`src/rtl/aim65_pkg.sv`:
```
// Shared RAM constants and the stream reader state type.
package aim65_pkg;

  localparam int AIM65_MEM_WIDTH = 8;
  localparam int AIM65_MEM_DEPTH = 1024;

  typedef enum logic [1:0] {
    IDLE,
    RUN,
    DRAIN
  } reader_state_t;

endpackage

```
`src/rtl/dpram_stream_reader_fifo.sv`:
```
// rd_stream_fifo: small synchronous FIFO with a registered head.
// Head is read from the storage array, never straight from din.
module rd_stream_fifo #(
  parameter int W     = 9,
  parameter int DEPTH = 4,
  localparam int PW   = (DEPTH > 1) ? $clog2(DEPTH) : 1,
  localparam int CW   = $clog2(DEPTH + 1)
) (
  input  logic          clk,
  input  logic          reset,
  input  logic          push,
  input  logic [W-1:0]  din,
  input  logic          pop,
  output logic [W-1:0]  dout,
  output logic [CW-1:0] count,
  output logic          empty
);

  logic [W-1:0]  mem [DEPTH];
  logic [PW-1:0] wr_ptr;
  logic [PW-1:0] rd_ptr;

  function automatic logic [PW-1:0] ptr_next(input logic [PW-1:0] p);
    return (p == PW'(DEPTH - 1)) ? '0 : p + 1'b1;
  endfunction

  always_ff @(posedge clk or posedge reset) begin
    if (reset) begin
      for (int i = 0; i < DEPTH; i++) mem[i] <= '0;
      wr_ptr <= '0;
      rd_ptr <= '0;
      count  <= '0;
    end else begin
      if (push) begin
        mem[wr_ptr] <= din;
        wr_ptr      <= ptr_next(wr_ptr);
      end
      if (pop) rd_ptr <= ptr_next(rd_ptr);
      count <= count + CW'(push) - CW'(pop);
    end
  end

  assign dout  = mem[rd_ptr];
  assign empty = (count == '0);

endmodule

```
`src/rtl/dpram_stream_reader.sv`:
```
// Streams a wrapping RAM address range onto a valid/ready port.
// Optional repeat mode: DPRAM_READER_LOOP_EN adds the loop input.
module dpram_stream_reader
  import aim65_pkg::*;
#(
  parameter int MEM_WIDTH  = AIM65_MEM_WIDTH,
  parameter int MEM_DEPTH  = AIM65_MEM_DEPTH,
  parameter int ADDR_WIDTH = $clog2(MEM_DEPTH),
  parameter int FIFO_DEPTH = 4
) (
  input  logic                  rd_clk,
  input  logic                  reset,
  input  logic                  start,
  input  logic [ADDR_WIDTH-1:0] base_addr,
  input  logic [ADDR_WIDTH:0]   length,
  output logic                  re,
  output logic [ADDR_WIDTH-1:0] r_addr,
  input  logic [MEM_WIDTH-1:0]  r_data,
  output logic [MEM_WIDTH-1:0]  out_data,
  output logic                  out_valid,
  input  logic                  out_ready,
  output logic                  busy,
  output logic                  done
`ifdef DPRAM_READER_LOOP_EN
  ,
  input  logic                  loop
`endif
);

  localparam int FW = MEM_WIDTH + 1;
  localparam int CW = $clog2(FIFO_DEPTH + 1);
  localparam int KW = CW + 1;

  reader_state_t state_q;
  reader_state_t state_d;

  logic [ADDR_WIDTH:0] cnt_q;
  logic                re_q;
  logic                last_q;
  logic                zero_done_q;
  logic                load;
  logic                zero_start;
  logic                last_issue;
  logic                issue_ok;
  logic                pop;
  logic                head_last;
  logic [FW-1:0]       head;
  logic [CW-1:0]       occ;
  logic                empty;
  logic [KW-1:0]       credit;

`ifdef DPRAM_READER_LOOP_EN
  logic [ADDR_WIDTH-1:0] base_q;
  logic [ADDR_WIDTH:0]   len_q;
  logic                  reload;
`endif

  function automatic logic [ADDR_WIDTH-1:0] addr_next(
    input logic [ADDR_WIDTH-1:0] a
  );
    return (a == ADDR_WIDTH'(MEM_DEPTH - 1)) ? '0 : a + 1'b1;
  endfunction

  // Words buffered plus the word landing this cycle, less any pop.
  assign credit = KW'(occ) + KW'(re_q) - KW'(pop);
  assign issue_ok = (credit < KW'(FIFO_DEPTH));

  assign last_issue = (cnt_q == (ADDR_WIDTH + 1)'(1));
  assign out_valid  = !empty;
  assign pop        = out_valid && out_ready;
  assign out_data   = head[MEM_WIDTH-1:0];
  assign head_last  = head[MEM_WIDTH];
  assign busy       = (state_q != IDLE);

  always_comb begin
    state_d    = state_q;
    re         = 1'b0;
    load       = 1'b0;
    zero_start = 1'b0;
    done       = zero_done_q || (pop && head_last);
`ifdef DPRAM_READER_LOOP_EN
    reload     = 1'b0;
`endif
    unique case (state_q)
      IDLE: begin
        if (start) begin
          if (length != '0) begin
            load    = 1'b1;
            state_d = RUN;
          end else begin
            zero_start = 1'b1;
          end
        end
      end
      RUN: begin
        re = (cnt_q != '0) && issue_ok;
        if (re && last_issue) begin
`ifdef DPRAM_READER_LOOP_EN
          if (loop) reload = 1'b1;
          else      state_d = DRAIN;
`else
          state_d = DRAIN;
`endif
        end
      end
      DRAIN: begin
        if (pop && head_last) state_d = IDLE;
      end
      default: state_d = IDLE;
    endcase
  end

  always_ff @(posedge rd_clk or posedge reset) begin
    if (reset) begin
      state_q     <= IDLE;
      r_addr      <= '0;
      cnt_q       <= '0;
      re_q        <= 1'b0;
      last_q      <= 1'b0;
      zero_done_q <= 1'b0;
`ifdef DPRAM_READER_LOOP_EN
      base_q      <= '0;
      len_q       <= '0;
`endif
    end else begin
      state_q     <= state_d;
      re_q        <= re;
      last_q      <= re && last_issue;
      zero_done_q <= zero_start;
      if (load) begin
        r_addr <= base_addr;
        cnt_q  <= length;
`ifdef DPRAM_READER_LOOP_EN
        base_q <= base_addr;
        len_q  <= length;
      end else if (reload) begin
        r_addr <= base_q;
        cnt_q  <= len_q;
`endif
      end else if (re) begin
        r_addr <= addr_next(r_addr);
        cnt_q  <= cnt_q - 1'b1;
      end
    end
  end

  // Each entry carries a pass-end tag so done lines up with its word.
  rd_stream_fifo #(
    .W     (FW),
    .DEPTH (FIFO_DEPTH)
  ) u_fifo (
    .clk   (rd_clk),
    .reset (reset),
    .push  (re_q),
    .din   ({last_q, r_data}),
    .pop   (pop),
    .dout  (head),
    .count (occ),
    .empty (empty)
  );

endmodule

```
`config.mk`:
```
export PLATFORM = sky130hd
export DESIGN_NAME = dpram_stream_reader
export DESIGN_NICKNAME = d
export VERILOG_FILES = /design/src/rtl/aim65_pkg.sv /design/src/rtl/dpram_stream_reader_fifo.sv /design/src/rtl/dpram_stream_reader.sv
export SDC_FILE = /design/constraint.sdc
export NUM_CORES = 1
export LEC_CHECK = 0
export ABC_AREA = 1
export CAP_MARGIN = 20
export CORE_MARGIN = 2
export CORE_UTILIZATION = 48
export DETAILED_ROUTE_END_ITERATION = 12
export DONT_BUFFER_PORTS = 1
export HOLD_SLACK_MARGIN = 0.02
export PLACE_DENSITY = 0.63
export REMOVE_ABC_BUFFERS = 1
export SLEW_MARGIN = 10
export SYNTH_ARGS = -nofsm -noshare
export SYNTH_HDL_FRONTEND = slang
export SYNTH_SLANG_ARGS = --single-unit
```
`constraint.sdc`:
```
create_clock -name rd_clk -period 2.7 [get_ports rd_clk]
set_clock_uncertainty 0.1 [all_clocks]
set_input_delay 0.135 -clock rd_clk [delete_from_list [all_inputs] [get_ports rd_clk]]
set_output_delay 0.135 -clock rd_clk [all_outputs]
set_load 0.01 [all_outputs]
```
# Yosys cells after proc, flatten, opt, wreduce, memory -nomap -nowiden
# Index checks and enable logic that the tools add are counted.
[op_classes]
addsub = 8
order_cmp = 4
n_eq_ne = 10
n_mux = 25
n_bitwise = 2
reduce_logical = 15
[ops]
columns = ["op", "n"]
rows = [
  ["36-bit bitwise mux", 1],
  ["10-bit two-way mux", 3],
  ["9-bit two-way mux", 3],
  ["11-bit two-way mux", 2],
  ["11-bit nonzero test", 2],
  ["9-bit binary-select mux with 2-bit select", 1],
  ["9-bit demux with 2-bit select", 1],
  ["2-bit two-way mux", 6],
  ["11-bit by 1-bit == test with 1-bit output, second input constant", 1],
  ["11-bit by 1-bit subtractor with 11-bit output, second input constant", 1],
  ["10-bit by 1-bit adder with 10-bit output, second input constant", 1],
  ["10-bit == test, second input constant", 1],
  ["2-bit != test, second input constant", 4],
  ["1-bit two-way mux", 7],
  ["2-bit == test, second input constant", 3],
  ["3-bit >= comparator, second input constant", 2],
  ["1-bit logical AND", 6],
  ["2-bit inverter with 3-bit output", 2],
  ["2-bit one-hot mux with 3 select lines", 1],
  ["2-bit by 1-bit adder with 2-bit output, second input constant", 2],
  ["3-bit by 1-bit adder with 4-bit output", 1],
  ["4-bit by 3-bit less-than comparator with 1-bit output, second input constant", 1],
  ["4-bit AND reduction", 1],
  ["2-bit nonzero test", 2],
  ["other kinds (9)", 9],
]
[totals]
reg_bits = 69
in_bits = 33
word_cells = 77

# Logic depth before layout (Yosys ltp)
[depth]
word_depth = 9
mapped_depth = 16
mapped_depth_nobuf = 14

# By module
# A second synthesis with hierarchy kept.
[unflattened]
hier_cells = 569
area_unflattened_um2 = 4337.9
[modules_own_cells]
columns = ["module", "instances", "cells_each", "area_per_inst_um2", "seq_area_each_um2"]
rows = [
  ["rd_stream_fifo", 1, 272, 2383.5, 1076.0],
  ["dpram_stream_reader", 1, 297, 1954.4, 650.6],
]

# Least setup slack after synthesis
# No wires, ideal clock.
[synth_timing]
kind = "flip-flop to flip-flop"
startpoint = "register u_fifo.count[1]"
endpoint = "register cnt_q[3]"
setup_time_ns = 0.068
arrival_ns = 2.672
required_time_ns = 2.532
slack_ns = -0.141
stages_incl_launch_ff = 15
n_path_buf = 1
path_cell_list = "dfrtp_1 -> inv_1 -> nand3_1 -> and2_1 -> clkbuf_1 -> ha_1 -> inv_1 -> ha_1 -> inv_1 -> fa_1 -> xnor2_1 -> nand3_1 -> nor2_4 -> nand2_1 -> nand3_1"
[synth_via]
elab_chain_len = 8
[synth_rtl]
columns = ["element", "line_no", "rtl"]
rows = [
  ["from (decl)", "dpram_stream_reader_fifo.sv:15", "output logic [CW-1:0] count,"],
  ["from (signal assigned)", "dpram_stream_reader_fifo.sv:39", "count <= count + CW'(push) - CW'(pop);"],
  ["3-bit logical NOT", "dpram_stream_reader_fifo.sv:44", "assign empty = (count == '0);"],
  ["1-bit logical NOT", "dpram_stream_reader.sv:69", "assign out_valid = !empty;"],
  ["net out_valid", "dpram_stream_reader.sv:20", "output logic out_valid,"],
  ["1-bit logical AND", "dpram_stream_reader.sv:70", "assign pop = out_valid && out_ready;"],
  ["net pop", "dpram_stream_reader.sv:45", "logic pop;"],
  ["4-bit by 1-bit subtractor with 4-bit output", "dpram_stream_reader.sv:65", "assign credit = KW'(occ) + KW'(re_q) - KW'(pop);"],
  ["4-bit by 3-bit less-than comparator with 1-bit output", "dpram_stream_reader.sv:66", "assign issue_ok = (credit < KW'(FIFO_DEPTH));"],
  ["1-bit logical AND", "dpram_stream_reader.sv:96", "re = (cnt_q != '0) && issue_ok;"],
  ["1-bit two-way mux", "dpram_stream_reader.sv:84", "unique case (state_q)"],
  ["net re", "dpram_stream_reader.sv:16", "output logic re,"],
  ["2-bit nonzero test (no source line)", "n/a", ""],
  ["to (signal assigned)", "dpram_stream_reader.sv:132", "cnt_q <= length;"],
  ["to (signal assigned)", "dpram_stream_reader.sv:142", "cnt_q <= cnt_q - 1'b1;"],
  ["to (decl)", "dpram_stream_reader.sv:37", "logic [ADDR_WIDTH:0] cnt_q;"],
]
# The timed path passes the listed nets, and every way through them passes these cells.
# A chain may end at the register's enable or synchronous reset.

# Worst setup path in the final report
[layout_timing]
startpoint = "register u_fifo.count[2]"
endpoint = "output port re"
[layout_via]
elab_chain_len = 7
[layout_rtl]
columns = ["element", "line_no"]
rows = [
  ["branches (longest 3 deep; another with 3-bit by 1-bit adder with 4-bit output)", "n/a"],
  ["4-bit by 1-bit subtractor with 4-bit output (*)", "dpram_stream_reader.sv:65"],
  ["4-bit by 3-bit less-than comparator with 1-bit output (*)", "dpram_stream_reader.sv:66"],
  ["1-bit logical AND (*)", "dpram_stream_reader.sv:96"],
  ["1-bit two-way mux (*)", "dpram_stream_reader.sv:84"],
  ["to (decl)", "dpram_stream_reader.sv:16"],
]
# Mark *: on every way between the ends.

==> flow_summary_export.csv <==
group,metric,value,unit
logic_synthesis,yosys.area.top_type_share,0.460,
detailed_routing,first_iter_violations,68,
finish,drive_gt1_frac,0.0978,
logic_synthesis,synth_top_area_cell,"dfrtp_1",
cts,max-clock-path-buffers,2,
cts,cts_sinks,69,
sta,worst_slack,0.0283,ns
cts,cts_buffers,9,
cts,clock_latency,0.34,ns
detailed_routing,final_antenna_net_count,0,
finish,layout_commonest_cell,"nand2_1",
cts,cts_tree,"yes",
pwr,p_per_area,1240,mW/mm^2
sta,fmax,0.374,GHz
global_route,grt_pass1_wl,14700,um
critical_path,worstSetupStartpoint,"u_fifo.count[2]",
run_status,status,"finished clean",
logic_synthesis,synth_area_leaders,"dfrtp_1 46%, nand2_1 15%, o21ai_0 8.1%",
finish,num-fill-cells,718,
place,portBuffers,0,
hold_path,hp-start,"out_ready",
finish,final_cell_mix,"149 x nand2_1, 69 x dfrtp_1, 61 x o21ai_0",
sta,max_slew_margin,0.497,
floorplanning,die_y,92.5,um
floorplanning,rows,32,
pwr,vdd_ir_drop_max,640,uV
sta,rsz0062_at_grt,"true",
logic_synthesis,avgSynthCellArea,7.65,sq um
sta,setup_viol,0,
finish,seq_area,0.00173,sq mm
global_route,grt_max_degree,36,
sta,fin_crit,2.67,ns
critical_path,rr_startpoint,"u_fifo.count[2]",
logic_synthesis,synthDistinctLibCells,29,
cts,htreeDepth,3,
place,dpl.hpwl,5590,um
logic_synthesis,yosysSeqAreaShare,0.460,
detailed_routing,via_count,3279,
detailed_routing,drc,0,
sta,hold_viol,0,
finish,fin_nets,584,
cts,cts_root_buf,"clkbuf_8",
critical_path,reg2reg_slack,0.11,ns
floorplanning,die_area,0.00855,sq mm
global_route,grt_pass1_vias,3182,
detailed_routing,avgViaCountPerCell,5.09,
pwr,p_leak,2.23,nW
logic_synthesis,syn_inst,491,
run,max-cap-violations,0,
logic_synthesis,async_flop_share,1.00,
critical_path,crit_required,2.47,ns
cts,clk_pin_slew,0.07,ns
global_route,antenna_found_initial,0,
critical_path,cp_max_fo,2,
critical_path,crit_type,"reg2out",
logic_synthesis,synthesis.area,0.00376,sq mm
sta,fin_crit_sh,0.990,
floorplanning,coreArea,0.00765,sq mm
finish,diodes,0,
global_route,grtUsageTotal,0.216,
detailed_routing,wl,8600,um
global_route,grt-ovfl-total,0,
floorplanning,start_util,0.491,
finish,syn_to_final_growth,20.5,%
hold_path,hold_path.class,"in2reg",
floorplanning,die_w,92.5,um
critical_path,arrival,2.44,ns
logic_synthesis,synth_ff_type,"dfrtp_1",
sta,setup_tns,0,ns
place,place.gp.congestion,0.865,
logic_synthesis,ys_warn_count,0,
floorplanning,pin_count,55,
logic_synthesis,synth_edf_count,0,
place,dp_slack,-0.0464,ns
finish,multi_input_area,0.00180,sq mm
sta,finalMaxSlewViolations,0,
critical_path,end_kind,"output pin",
detailed_routing,wl_per_cell,13.4,um
detailed_routing,first_pass_iters,4,
sta,tightest_slew,0.753,ns
critical_path,crit_path_start_kind,"flop",
logic_synthesis,ys_seq_elements,69,
per-stage QoR:
stage | power [W] | cells | utilization | hold slack [ns] | area (sq um)
finish | 0.00561 | 644 | 0.592 | 0.0689 | 4530
global route | 0.00616 | 644 | 0.592 | 0.0930 | 4530
CTS | 0.00556 | 642 | 0.589 | 0.0588 | 4500
detailed placement | 0.00449 | 589 | 0.510 | 0.0969 | 3900
global placement | 0.00440 | 589 | 0.510 | 0.0931 | 3900
floorplan | 0.00365 | 474 | - | 0.152 | 3650
worst max-delay path, cell delays in order (launching register included):
cell and delay (ns):
dfrtp_1 0.40, inv_2 0.08, nand3_2 0.06, and2_4 0.15, ha_4 0.21, inv_2 0.06
ha_4 0.12, inv_2 0.03, fa_2 0.34, xnor2_2 0.13, buf_4 0.14, nand3_4 0.08
nor2_4 0.16, buf_12 0.12
power breakdown:
group	total [W]	switching [W]	leakage, nW	internal, W
clock	0.000840	0.000390	0.0964	0.000450
sequential	0.00191	0.000404	0.855	0.00150
combinational	0.00286	0.00168	1.27	0.00118
final timing paths:
kind | to | depth (start not counted)
max | re | 13
min | u_fifo.rd_ptr[1] | 3
max reg2reg | r_addr[4] | 16
min reg2reg | u_fifo.mem[14] | 2
max in group asynchronous | cnt_q[3] | 3
min in group asynchronous | u_fifo.mem[0] | 2
synth_stat cells, types with 4 or more instances:
cell / n
inv_1: 47
xor2_1: 7
nand2_1: 149
nand4_1: 4
clkbuf_1: 7
xnor2_1: 4
dfrtp_1: 69
o21ai_0: 61
o22ai_1: 9
ha_1: 13
nor2_1: 48
nand3_1: 45
buf_2: 4
logic make-up (layout without fill, tap and decap cells):
logic type,Yosys count,in the layout,synth area share
simple gates,257,257,0.288
compound gates,74,74,0.102
flops,69,69,0.460
buf+inv,66,117,0.0763
fa+ha+maj,14,14,0.0486
xor+xnor,11,11,0.0256
area by class of cell:
type | count | share of cell area
clock buffers | 12 | 0.0321
clock inverters | 4 | 0.0105
inverters | 49 | 0.0406
multi-input cells | 356 | 0.397
flip-flops and latches | 69 | 0.381
well taps | 102 | 0.0282
repair buffers | 52 | 0.110
routing by layer:
| layer | vias to the layer above | track usage | wire length [um] |
|---|---|---|---|
| met5 | - | 0 | 0 |
| met4 | 0 | 0.0721 | 109 |
| met3 | 11 | 0.0358 | 319 |
| met2 | 63 | 0.378 | 4250 |
| met1 | 1542 | 0.272 | 3930 |
| li1 | 1663 | - | - |
flip-flops by register name, summed over array words and instances (netlist names):
register / cells
u_fifo.mem: 36
u_fifo.rd_ptr: 2
cnt_q: 11
u_fifo.wr_ptr: 2
r_addr: 10
last_q: 1
state_q: 2
u_fifo.count: 3
zero_done_q: 1
re_q: 1
timing repair:
item | CTS | global route
endpoints found under the hold margin | 88 | 0
hold buffers | 33 | 0
setup buffers | 4 | 2
gates resized for setup | 13 | 1
pin swaps | 6 | 4
setup endpoints to repair | 9 | 22
Power figures use the tool's default switching activity.
